<file path="src/rtl/maxpool_sched_pkg.sv">
// Shared types and helpers for the max-pooling frame scheduler.
package maxpool_sched_pkg;

   localparam int unsigned DefaultDataW = 48;

   typedef enum logic [1:0] {
      StIdle  = 2'd0,
      StRun   = 2'd1,
      StDrain = 2'd2,
      StDone  = 2'd3
   } state_e;

   // Bits needed to count 0..v-1, never less than one.
   function automatic int unsigned clog2_min1(input int unsigned v);
      int unsigned w;
      w = 1;
      while ((64'd1 << w) < 64'(v)) begin
         w = w + 1;
      end
      return w;
   endfunction

endpackage

</file>
<file path="src/rtl/maxpool_win_cnt.sv">
// Raster position tracker: column/row counters plus window-phase and output-column counters,
// with in-range, window-first, window-end and last-pixel flags.
module maxpool_win_cnt
   import maxpool_sched_pkg::*;
#(
   parameter int unsigned FM_SIZE     = 4,
   parameter int unsigned KERNEL_SIZE = 2,
   localparam int unsigned OcW        = clog2_min1(FM_SIZE / KERNEL_SIZE)
) (
   input  logic           clk_i,
   input  logic           rst_ni,
   input  logic           clear_i,
   input  logic           advance_i,
   output logic [OcW-1:0] oc_o,
   output logic           in_range_o,
   output logic           win_first_o,
   output logic           win_end_o,
   output logic           last_o
);

   localparam int unsigned OutSize = FM_SIZE / KERNEL_SIZE;
   localparam int unsigned CW      = clog2_min1(FM_SIZE);
   localparam int unsigned KW      = clog2_min1(KERNEL_SIZE);

   localparam logic [CW-1:0]  PosMax = CW'(FM_SIZE - 1);
   localparam logic [KW-1:0]  KMax   = KW'(KERNEL_SIZE - 1);
   localparam logic [OcW-1:0] OcMax  = OcW'(OutSize - 1);

   logic [CW-1:0]  c_q, c_d, r_q, r_d;
   logic [KW-1:0]  kc_q, kc_d, kr_q, kr_d;
   logic [OcW-1:0] oc_q, oc_d, orow_q, orow_d;
   logic           col_ok_q, col_ok_d, row_ok_q, row_ok_d;

   // The *_ok flags drop once the last full window in that dimension has been passed.
   always_comb begin
      c_d      = c_q;
      kc_d     = kc_q;
      oc_d     = oc_q;
      col_ok_d = col_ok_q;
      r_d      = r_q;
      kr_d     = kr_q;
      orow_d   = orow_q;
      row_ok_d = row_ok_q;
      if (clear_i) begin
         c_d      = '0;
         kc_d     = '0;
         oc_d     = '0;
         col_ok_d = 1'b1;
         r_d      = '0;
         kr_d     = '0;
         orow_d   = '0;
         row_ok_d = 1'b1;
      end else if (advance_i) begin
         if (c_q == PosMax) begin
            c_d      = '0;
            kc_d     = '0;
            oc_d     = '0;
            col_ok_d = 1'b1;
            if (r_q == PosMax) begin
               r_d      = '0;
               kr_d     = '0;
               orow_d   = '0;
               row_ok_d = 1'b1;
            end else begin
               r_d = r_q + 1'b1;
               if (kr_q == KMax) begin
                  kr_d = '0;
                  if (orow_q == OcMax) begin
                     row_ok_d = 1'b0;
                  end else begin
                     orow_d = orow_q + 1'b1;
                  end
               end else begin
                  kr_d = kr_q + 1'b1;
               end
            end
         end else begin
            c_d = c_q + 1'b1;
            if (kc_q == KMax) begin
               kc_d = '0;
               if (oc_q == OcMax) begin
                  col_ok_d = 1'b0;
               end else begin
                  oc_d = oc_q + 1'b1;
               end
            end else begin
               kc_d = kc_q + 1'b1;
            end
         end
      end
   end

   always_ff @(posedge clk_i or negedge rst_ni) begin
      if (!rst_ni) begin
         c_q      <= '0;
         kc_q     <= '0;
         oc_q     <= '0;
         col_ok_q <= 1'b1;
         r_q      <= '0;
         kr_q     <= '0;
         orow_q   <= '0;
         row_ok_q <= 1'b1;
      end else begin
         c_q      <= c_d;
         kc_q     <= kc_d;
         oc_q     <= oc_d;
         col_ok_q <= col_ok_d;
         r_q      <= r_d;
         kr_q     <= kr_d;
         orow_q   <= orow_d;
         row_ok_q <= row_ok_d;
      end
   end

   assign oc_o        = oc_q;
   assign in_range_o  = col_ok_q && row_ok_q;
   assign win_first_o = (kc_q == '0) && (kr_q == '0);
   assign win_end_o   = (kc_q == KMax) && (kr_q == KMax);
   assign last_o      = (c_q == PosMax) && (r_q == PosMax);

endmodule

</file>
<file path="src/rtl/maxpool_sched.sv">
// Frame scheduler for non-overlapping max pooling of a raster-order signed sample stream;
// keeps one partial max per output column and emits window maxima on a valid/ready port.
module maxpool_sched
   import maxpool_sched_pkg::*;
#(
   parameter int unsigned KERNEL_SIZE = 2,
   parameter int unsigned FM_SIZE     = 4,
   parameter int unsigned STRIDE      = 2,
   parameter int unsigned DATA_W      = DefaultDataW
) (
   input  logic                     i_clk,
   input  logic                     i_rst_n,
   input  logic                     i_start,
   input  logic                     i_valid,
   output logic                     o_ready,
   input  logic signed [DATA_W-1:0] i_data,
   output logic                     o_valid,
   input  logic                     i_ready,
   output logic signed [DATA_W-1:0] o_data,
   output logic                     o_busy,
   output logic                     o_done
);

   localparam int unsigned OutSize = FM_SIZE / KERNEL_SIZE;
   localparam int unsigned OcW     = clog2_min1(OutSize);

   if (STRIDE != KERNEL_SIZE) begin : gen_bad_stride
      $error("maxpool_sched: STRIDE must equal KERNEL_SIZE");
   end
   if (FM_SIZE < KERNEL_SIZE || KERNEL_SIZE == 0) begin : gen_bad_size
      $error("maxpool_sched: FM_SIZE must be >= KERNEL_SIZE > 0");
   end

   state_e state_q, state_d;

   logic signed [DATA_W-1:0] pmax_q [OutSize];
   logic signed [DATA_W-1:0] data_q, cur, nv;
   logic                     valid_q;

   logic           cnt_clear, accept, load;
   logic [OcW-1:0] oc;
   logic           in_range, win_first, win_end, last_px;

   maxpool_win_cnt #(
      .FM_SIZE     (FM_SIZE),
      .KERNEL_SIZE (KERNEL_SIZE)
   ) u_win_cnt (
      .clk_i       (i_clk),
      .rst_ni      (i_rst_n),
      .clear_i     (cnt_clear),
      .advance_i   (accept),
      .oc_o        (oc),
      .in_range_o  (in_range),
      .win_first_o (win_first),
      .win_end_o   (win_end),
      .last_o      (last_px)
   );

   always_comb begin
      o_ready   = (state_q == StRun) && (!valid_q || i_ready);
      accept    = i_valid && o_ready;
      cur       = pmax_q[oc];
      // First sample of a window restarts the partial max for its column.
      nv        = (win_first || (i_data > cur)) ? i_data : cur;
      load      = accept && in_range && win_end;
      state_d   = state_q;
      cnt_clear = 1'b0;
      case (state_q)
         StIdle: begin
            if (i_start) begin
               state_d   = StRun;
               cnt_clear = 1'b1;
            end
         end
         StRun: begin
            if (accept && last_px) begin
               state_d = StDrain;
            end
         end
         StDrain: begin
            if (!valid_q || i_ready) begin
               state_d = StDone;
            end
         end
         StDone: begin
            state_d = StIdle;
         end
         default: begin
            state_d = StIdle;
         end
      endcase
   end

   always_ff @(posedge i_clk) begin
      if (accept && in_range) begin
         pmax_q[oc] <= nv;
      end
   end

   always_ff @(posedge i_clk or negedge i_rst_n) begin
      if (!i_rst_n) begin
         state_q <= StIdle;
         valid_q <= 1'b0;
         data_q  <= '0;
      end else begin
         state_q <= state_d;
         if (load) begin
            valid_q <= 1'b1;
            data_q  <= nv;
         end else if (valid_q && i_ready) begin
            valid_q <= 1'b0;
         end
      end
   end

   assign o_valid = valid_q;
   assign o_data  = data_q;
   assign o_busy  = (state_q == StRun) || (state_q == StDrain);
   assign o_done  = (state_q == StDone);

endmodule

</file>
<file path="config.mk">
export PLATFORM = sky130hd
export DESIGN_NAME = maxpool_sched
export DESIGN_NICKNAME = d
export VERILOG_FILES = /design/src/rtl/maxpool_sched_pkg.sv /design/src/rtl/maxpool_win_cnt.sv /design/src/rtl/maxpool_sched.sv
export SDC_FILE = /design/constraint.sdc
export NUM_CORES = 1
export LEC_CHECK = 0
export CORE_MARGIN = 5
export CORE_UTILIZATION = 25
export DETAILED_ROUTE_END_ITERATION = 16
export MAX_ROUTING_LAYER = met4
export PLACE_DENSITY = 0.55
export SYNTH_ARGS = -nofsm -noshare
export SYNTH_HDL_FRONTEND = slang
export SYNTH_HIERARCHICAL = 1
export SYNTH_SLANG_ARGS = --single-unit
</file>
<file path="constraint.sdc">
create_clock -name i_clk -period 3.3 [get_ports i_clk]
set_input_delay 0.66 -clock i_clk [delete_from_list [all_inputs] [get_ports i_clk]]
set_output_delay 0.66 -clock i_clk [all_outputs]
set_load 0.05 [all_outputs]
</file>
; Word-level counts from Yosys, hierarchy flattened
; Memory sizes are Yosys's and may differ from the RTL's.
; Cells that the tools add are included.
[classes]
shifts = 0
bitwise = 2
n_mux = 49
n_reduce_logical = 28
mul = 0
add_sub_neg = 6
div_mod_pow = 0
order_cmp = 1
eq_ne = 8
[ops]
columns = op, n
row1 = 48-bit > comparator, 1
row2 = 48-bit two-way mux, 1
row3 = 1-bit two-way mux, 37
row4 = 2-bit two-way mux, 10
row5 = 3-bit nonzero test, 4
row6 = 1-bit logical AND, 10
row7 = 3-bit AND reduction, 3
row8 = "2-bit equality test, second input constant", 4
row9 = 2-bit case mux with 4 select lines, 1
row10 = 2-bit nonzero test, 3
row11 = "1-bit adder, second input constant", 4
row12 = "2-bit by 1-bit adder with 2-bit output, second input constant", 2
row13 = "2-bit inequality test, second input constant", 2
row14 = 2-bit AND reduction, 2
row15 = 4-bit AND reduction, 1
row16 = 1-bit logical OR, 3
row17 = "2-bit by 1-bit equality test with 1-bit output, second input constant", 1
row18 = 2-bit zero test, 1
row19 = "2-bit by 1-bit inequality test with 1-bit output, second input constant", 1
row20 = 1-bit inverter, 2
row21 = 1-bit zero test, 1
[totals]
romBits = 0
n_memories = 1
regBits = 61
mem_bits_rw = 96
latchBits = 0
[mem_list]
columns = name, depth, width, rd, rd_ports_with_merged_regs, wr, line_no
row1 = pmax_q, 2, 48, 1, 0, 1, maxpool_sched.sv:36  ; logic signed [DATA_W-1:0] pmax_q [OutSize];

; Longest topological paths before layout
; Gate-level depths: netlist of run 1.
[depth]
word_depth = 7
ltp_mapped = 14
depth_no_buf = 10

; Cells and area by module
; Netlist of run 1, hierarchy kept.
[modules_own_cells]
columns = mod, seq_area_each_um2, cells_per_inst, area_per_inst_um2, n_inst
row1 = maxpool_sched, 4159.0, 632, 7682.4, 1
row2 = maxpool_win_cnt, 252.7, 44, 505.5, 1

; Worst setup path before layout of run 1
; OpenSTA, ideal clock, no wires.
[synth_timing]
kind = in2reg
from = input i_ready
to = memory pmax_q[0][0] in the netlist's numbering, enable pin
setup_time_ns = 0.454
path_stages = 5
path_buffers = 1
slack_ns = -0.511
arrival_ns = 3.358
required_time_ns = 2.846
cell_sequence = nand2b_1 and3_1 clkbuf_1 nand2_1 nor2_1
[synth_via]
elab_chain_len = 6
[synth_rtl]
columns = element, line_no
row1 = from (decl), maxpool_sched.sv:18  ; input logic i_ready,
row2 = 1-bit logical OR, maxpool_sched.sv:60  ; o_ready = (state_q == StRun) && (!valid_q || i_ready);
row3 = 1-bit logical AND, maxpool_sched.sv:60
row4 = 1-bit logical AND, maxpool_sched.sv:61  ; accept = i_valid && o_ready;
row5 = named net accept, maxpool_sched.sv:40  ; logic cnt_clear, accept, load;
row6 = 1-bit logical AND, maxpool_sched.sv:95  ; if (accept && in_range) begin
row7 = 1-bit two-way mux, maxpool_sched.sv:95
row8 = 1-bit two-way mux (implied by the code), maxpool_sched.sv:96  ; pmax_q[oc] <= nv;
row9 = to (decl), maxpool_sched.sv:36
; The timed path passes the listed nets, and every way through them passes these cells.

; Worst setup path in the final report of run 1
[layout_timing]
from = register u_win_cnt.oc_q, in the netlist u_win_cnt/oc_o
to = memory pmax_q[0][20] in the netlist's numbering, data pin
[layout_via]
elab_chain_len = 4
[layout_rtl]
columns = element, line_no
row1 = from (decl), maxpool_win_cnt.sv:31  ; logic [OcW-1:0] oc_q, oc_d, orow_q, orow_d;
row2 = from (signal assigned), maxpool_win_cnt.sv:97  ; oc_q <= '0;
row3 = from (signal assigned), maxpool_win_cnt.sv:106  ; oc_q <= oc_d;
row4 = memory 2 x 48 bit (*), n/a
row5 = 48-bit > comparator, maxpool_sched.sv:64  ; nv = (win_first || (i_data > cur)) ? i_data : cur;
row6 = 1-bit logical OR, maxpool_sched.sv:64
row7 = 48-bit two-way mux (*), maxpool_sched.sv:64
row8 = named net nv[20], maxpool_sched.sv:37  ; logic signed [DATA_W-1:0] data_q, cur, nv;
; The timed path passes the listed nets; every way through them passes the cells marked *.

==> results of run 1 <==
## flip-flops by register name (all words and copies together) (netlist names)
name,count
u_win_cnt/kc_q,1
u_win_cnt/c_q,2
u_win_cnt/orow_q,1
u_win_cnt/oc_o,1
u_win_cnt/r_q,2
o_valid,1
pmax_q,96
state_q,2
u_win_cnt/col_ok_q,1
u_win_cnt/row_ok_q,1
u_win_cnt/kr_q,1
o_data,48
## cells in the final DEF (no fill, tap or decap), types with 46 or more instances in the layout
master and instances:
ha_1 49, edfxtp_1 96, dfrtp_1 58, buf_4 108
clkdlybuf4s50_1 103, nand2_1 62, mux2i_1 46, nand4_1 58
inv_1 55
## final cells by class
cell class,instances,area share [%]
Clock buffer,17,3.371
Tap cell,442,4.382
Inverter,55,1.636
Antenna cell,2,0.03966
Timing Repair Buffer,248,20.35
Clock inverter,15,1.457
Sequential cell,157,34.97
Multi-Input combinational cell,418,33.80
## logic make-up (layout without fill, tap and decap cells)
family                   Yosys count  count (layout)  share of synthesized area [%]
AND/OR/NAND/NOR                  162             162                          10.36
multiplexers                      96              96                          11.75
XOR/XNOR                           1               1                         0.1070
buffers and inverters            101             335                          5.165
adder cells (fa/ha/maj)           55              55                          8.405
other                              0               2                              0
flip-flops                       157             157                          53.88
AO/OA/AOI/OAI                    104             104                          10.33
## through the flow
stage          worst slack, ns  power, mW  hold slack (ns)
3_3_place_gp           -0.4106      5.647           0.4742
6_report               -0.1512      8.904           0.2892
2_1_floorplan        0.0007365      4.407           0.3644
3_5_place_dp           -0.4840      5.694           0.4793
4_1_cts                -0.1008      8.147           0.3068
5_1_grt                -0.3001      9.321           0.3401
## layer usage
layer / vias to the layer above / global-route usage (%)
li1: 3029 / -
met1: 3276 / 18.92
met2: 164 / 21.78
met3: 21 / 2.301
met4: 0 / 3.343
met5: - / -
## path summary, 6_finish.rpt
kind / startpoint / end / slack, ns
min in group i_clk: o_data[45]$_DFFE_PN0P_ / o_data[45]$_DFFE_PN0P_ / 0.50
max reg2reg: u_win_cnt/oc_o$_DFFE_PN0P_ / pmax_q[0][20]$_DFFE_PP_ / -0.15
max in group asynchronous: i_rst_n / o_data[23]$_DFFE_PN0P_ / 2.32
max: u_win_cnt/oc_o$_DFFE_PN0P_ / pmax_q[0][20]$_DFFE_PP_ / -0.15
min: i_rst_n / o_data[9]$_DFFE_PN0P_ / 0.29
min reg2reg: o_data[45]$_DFFE_PN0P_ / o_data[45]$_DFFE_PN0P_ / 0.50
## critical path, delay by kind of cell (launching register included)
family,cells,cell delay (ns)
buf+inv,6,1.01
simple gates,3,0.58
flops,1,0.47
compound gates,3,0.47
mux,2,0.35
fa+ha+maj,1,0.32
## where the power goes
group,switching (mW),total (mW),internal (mW)
combinational,2.24,4.18,1.94
sequential,0.154,2.66,2.51
clock,0.859,2.06,1.20
total,3.25,8.90,5.65
## what timing repair did
| item | in CTS | in global routing |
|---|---|---|
| buffers inserted | 7 | 7 |
| pin swaps | 10 | 22 |
| resized for setup | 83 | 127 |
| endpoints found under the setup margin | 144 | 144 |
| gates cloned | 3 | 8 |
==> flow_summary.toml, run 1 <==
[run_status]
outcome = "finished with violations"
violations = "negative setup slack"

[place]
dp_hpwl_um = 16010
portBuffers = 104
gp_congestion = 0.7384
placed_cells = 1295
dpl-instance-area_um2 = 10640

[drt]
drt_pass1_iterations = 5
top_layer = "met4"
routed_wl_um = 26080
wl_met2_um = 12410
drtIter0Drc = 390
drcViolationCount = 0
wl_per_cell_um = 19.26
vias = 6490
vias_per_cell = 4.793
ant_nets = 0
wl_met3_um = 1236
wl_met1_um = 12180

[logic_synthesis]
synthArstFlopShare_pct = 38.85
synth_nets = 784
avgSynthCellArea_um2 = 12.11
syn_area_um2 = 8188
synth_flop_cell = "edfxtp_1"
yosys-top-cells-count = "edfxtp_1 (96), mux2i_1 (95), nand2_1 (63)"
synth-edff-count = 96
yosys_warnings = 6
yosysMostFrequentCell = "edfxtp_1"
synth_cells = 676
synth_seq_cells = 157
ys_seq_area_share_pct = 53.88
yosysTopAreaCell = "edfxtp_1"
netlist.area_leader.share_pct = 35.21
netlist-cell-type-count = 49
synth.area.top_cells = "edfxtp_1 (35%), dfrtp_1 (18%), mux2i_1 (12%)"

[worst_setup_path]
path_cells = "buf_12, buf_6, buf_4, mux2i_2, ha_1, nand4_1, or2_4, o22ai_2, a211oi_2, buf_4, o21ai_4, buf_6, nand2_8, clkbuf_16, mux2i_4"
max_stage_delay_ns = 0.47
crit_type = "flip-flop to flip-flop"
start_kind = "flip-flop"
worstPathRequired_ns = 3.48
crit_slowest_cell = "dfrtp_2"
path_max_fanout = 9
ff2ff_path_depth = 15
arrival_ns = 3.63
cp-end-kind = "flip-flop"

[sta]
finalSetupViolations = 144
grt_setup_unrepaired = "true"
relSlewSlack_pct = 50.06
finalMaxSlewViolations = 0
hold_viol = 0
period_needed_ns = 3.451
fin_crit_sh_pct = 104.6
max_clock_freq_mhz = 289.8
tightest_slew_ns = 0.7491
tns_ns = -11.94
fin_skew_ns = 0.01552
layout_setup_ws_ns = -0.1512

[clock_network]
cts_root_buf = "clkbuf_16"
path_clk_slew_ns = 0.07
cts_hold_buffers = 0
cts_buffers = 17
clk_latency_ns = 0.43
clockBufferDepth = 2
cts.sinks = 157
cts_tree = "built"
htreeDepth = 4

[finish]
fill_cells = 3149
final_util_pct = 38.89
drive_gt1_share_pct = 33.30
syn2layout_area_growth_pct = 54.13
seqCellArea_um2 = 4413
nets = 1005
final_area_um2 = 12620
final_cells = 1354
multi_input_area_um2 = 4265

[floorplanning]
rows = 66
core_region_area_um2 = 32450
num_io_pins = 105
die_w_um = 191.0
dieArea_um2 = 36470
start_util_pct = 25.23
die_h_um = 191.0

[grt]
grt_max_degree = 55
grt_overflow_total = 0
antenna_found_initial = 1
grt_pass1_vias = 6556
grt.total_usage_pct = 13.88
grt_pass1_wl_um = 38030

[flow_run]
max-cap-violations = 0

[power]
power_density_nw_per_um2 = 705.6
peakVddDrop_v = 0.0003949
p_leak_nw = 5.022

[hold_path]
hp-class = "primary input to asynchronous set/reset pin"
Note: power is estimated with default switching activity, not from simulation.
==> run 2, diff against run 1 <==
--- a/config.mk
+++ b/config.mk
@@ -9,7 +9,7 @@
 export CORE_UTILIZATION = 25
 export DETAILED_ROUTE_END_ITERATION = 16
 export MAX_ROUTING_LAYER = met4
-export PLACE_DENSITY = 0.55
+export PLACE_DENSITY = 0.53
 export SYNTH_ARGS = -nofsm -noshare
 export SYNTH_HDL_FRONTEND = slang
 export SYNTH_HIERARCHICAL = 1
==> constraint.sdc (replaced) <==
create_clock -name i_clk -period 4.36 [get_ports i_clk]
set_input_delay 0.872 -clock i_clk [delete_from_list [all_inputs] [get_ports i_clk]]
set_output_delay 0.872 -clock i_clk [all_outputs]
set_load 0.05 [all_outputs]
==> run 2 against run 1 <==
The flow now finishes without violations. Count of clock-buffer cells in the layout up 2. Final cell count down 9.3%. Register-to-register slack better by 0.73 ns. Worst setup slack better by 0.69 ns. First-iteration DRC count down 33%. Utilization down 6.8 points. Sequential power down 26%. Via count down 11%. Clock power down 24%. Critical path depth down 4. Sequential share of layout area up 7.4 points. Critical endpoint is now o_data[26]$_DFFE_PN0P_.
==> flow_summary.toml, run 2 (synthesis results as in run 1) <==
[finish]
fill_cells = 3295
nets = 881
top_register = "pmax_q"
largest_reg_flops = 96
syn2layout_area_growth_pct = 27.31
layout_common_cells = "clkdlybuf4s50_1 (103), edfxtp_1 (96), mux2i_1 (95)"
drive_gt1_share_pct = 9.809
layout_commonest_cell = "clkdlybuf4s50_1"

[worst_setup_path]
crit_slowest_cell = "nor4_1"
path_delay_family = "compound AO/OA/AOI/OAI gates"
arrival_ns = 4.09
worstPathRequired_ns = 4.63
path_cells = "clkdlybuf4s50_1, ha_1, nand4_1, nor4_1, nand3_1, o21ai_1, a211oi_1, o31a_2, and2_4, buf_4, o311ai_0"
path_max_fanout = 24
rr_endpoint = "o_data[26]$_DFFE_PN0P_"
max_stage_delay_ns = 0.52
ff2ff_path_depth = 12
start_kind = "primary input"
crit_type = "primary input to flip-flop"
reg2reg_slack_ns = 0.58
r2r-start = "u_win_cnt/oc_o$_DFFE_PN0P_"
cp_num_buf_inv = 2
cp-end-kind = "flip-flop"

[floorplanning]
die_w_um = 191.0
core_region_area_um2 = 32450
rows = 66
dieArea_um2 = 36470
num_io_pins = 105
die_h_um = 191.0
start_util_pct = 25.23

[sta]
period_needed_ns = 3.820
relSlewSlack_pct = 26.51
tightest_slew_ns = 1.102
grt_setup_unrepaired = "false"
finalMaxSlewViolations = 0
max_clock_freq_mhz = 261.8
fin_skew_ns = 0.01746
hold_viol = 0
finalSetupViolations = 0
fin_crit_sh_pct = 87.61
tns_ns = 0

[place]
portBuffers = 104
gp_congestion = 0.7711
dp_hpwl_um = 14840

[flow_run]
max-cap-violations = 0

[power]
peakVddDrop_v = 0.0003166
p_leak_nw = 3.900
total_power_mw = 5.523
power_density_nw_per_um2 = 529.9

[hold_path]
worstHoldStart = "o_data[0]$_DFFE_PN0P_"
hold_path_end = "o_data[0]$_DFFE_PN0P_"
hp-class = "flip-flop to flip-flop"
whs_path_depth = 2

[grt]
grt_pass1_vias = 5771
grt.total_usage_pct = 12.46
grt_overflow_total = 0
grt_pass1_wl_um = 33820
antenna_found_initial = 1
grt_max_degree = 97

[clock_network]
cts_resized = 0
clockBufferDepth = 2
htreeDepth = 4
cts.sinks = 157
cts_hold_buffers = 0
cts_buffers = 17
path_clk_slew_ns = 0.06
cts_tree = "built"
clk_latency_ns = 0.43
postCtsSetupBuffers = 0
cts_root_buf = "clkbuf_16"

[drt]
vias = 5766
drt_pass1_iterations = 4
ant_nets = 0
vias_per_cell = 4.695
wl_per_cell_um = 17.88
routed_wl_um = 21960
drcViolationCount = 0
drtIter0Drc = 262

[run_status]
outcome = "completed"
## run 2: cell types whose count changed in the layout (fill, tap and decap cells not counted), sizes merged
cell,change
clkinv,+3
inv,-6
bufinv,+1
diode,-1
buf,-117
clkinvlp,-1
clkbuf,-5
## run 2: power by group
part           total (mW)  leakage (nW)  switching [mW]  internal (mW)
registers            1.98          1.71          0.0820           1.90
logic                1.99          1.90            1.27          0.714
clock network        1.56         0.292           0.592          0.966
## run 2: per-stage QoR
step           utilization [%]  instances  hold WS [ns]  setup slack [ns]  instance area, um^2
2_1_floorplan                -        676        0.4846            0.3366                 8188
3_3_place_gp             30.22       1196        0.4812            0.1982                 9808
3_5_place_dp             30.22       1196        0.4879           0.01156                 9808
4_1_cts                  32.11       1227        0.5022            0.4644                10420
5_1_grt                  32.12       1228        0.5203            0.2526                10420
6_report                 32.12       1228        0.4953            0.5403                10420
## run 2: area by class of cell
type                       instances  area, um^2  area share [%]
clock buffer                      19       442.9           4.249
sequential                       157        4413           42.34
timing repair buffer             124        1249           11.98
antenna                            1       2.502         0.02401
clock inverter                    12       170.2           1.632
inverter                          55       206.4           1.981
multi-input combinational        418        3387           32.49
tap                              442       553.0           5.306
## run 2: worst register-to-register path: cells and delay by family (launching register included)
family,cells,cell delay (ns)
flip-flops,1,0.42
AND/OR/NAND/NOR,2,0.29
buffers and inverters,2,0.74
AO/OA/AOI/OAI,6,1.51
adder cells (fa/ha/maj),1,0.32
multiplexers,1,0.37
## run 2: layer usage
metal  vias up  track usage, %  wire [um]
met5         -               -          0
met4         0           2.486        113
met3        12           2.904       1082
met2       134           19.76      10350
met1      2854           16.51      10410
li1       2766               -          -
## run 2: worst max-delay path by stage
stage,end,from,slack (ns),cells past startpoint
6_report,o_data[26]$_DFFE_PN0P_,i_data[45],0.54,11
3_3_place_gp,pmax_q[0][0]$_DFFE_PP_,i_data[17],0.20,11
3_5_place_dp,o_data[26]$_DFFE_PN0P_,i_data[43],0.01,11
4_1_cts,o_data[36]$_DFFE_PN0P_,i_data[43],0.46,11
2_1_floorplan,pmax_q[0][0]$_DFFE_PP_,i_ready,0.34,5
5_1_grt,pmax_q[0][0]$_DFFE_PP_,u_win_cnt/oc_o$_DFFE_PN0P_,0.25,12
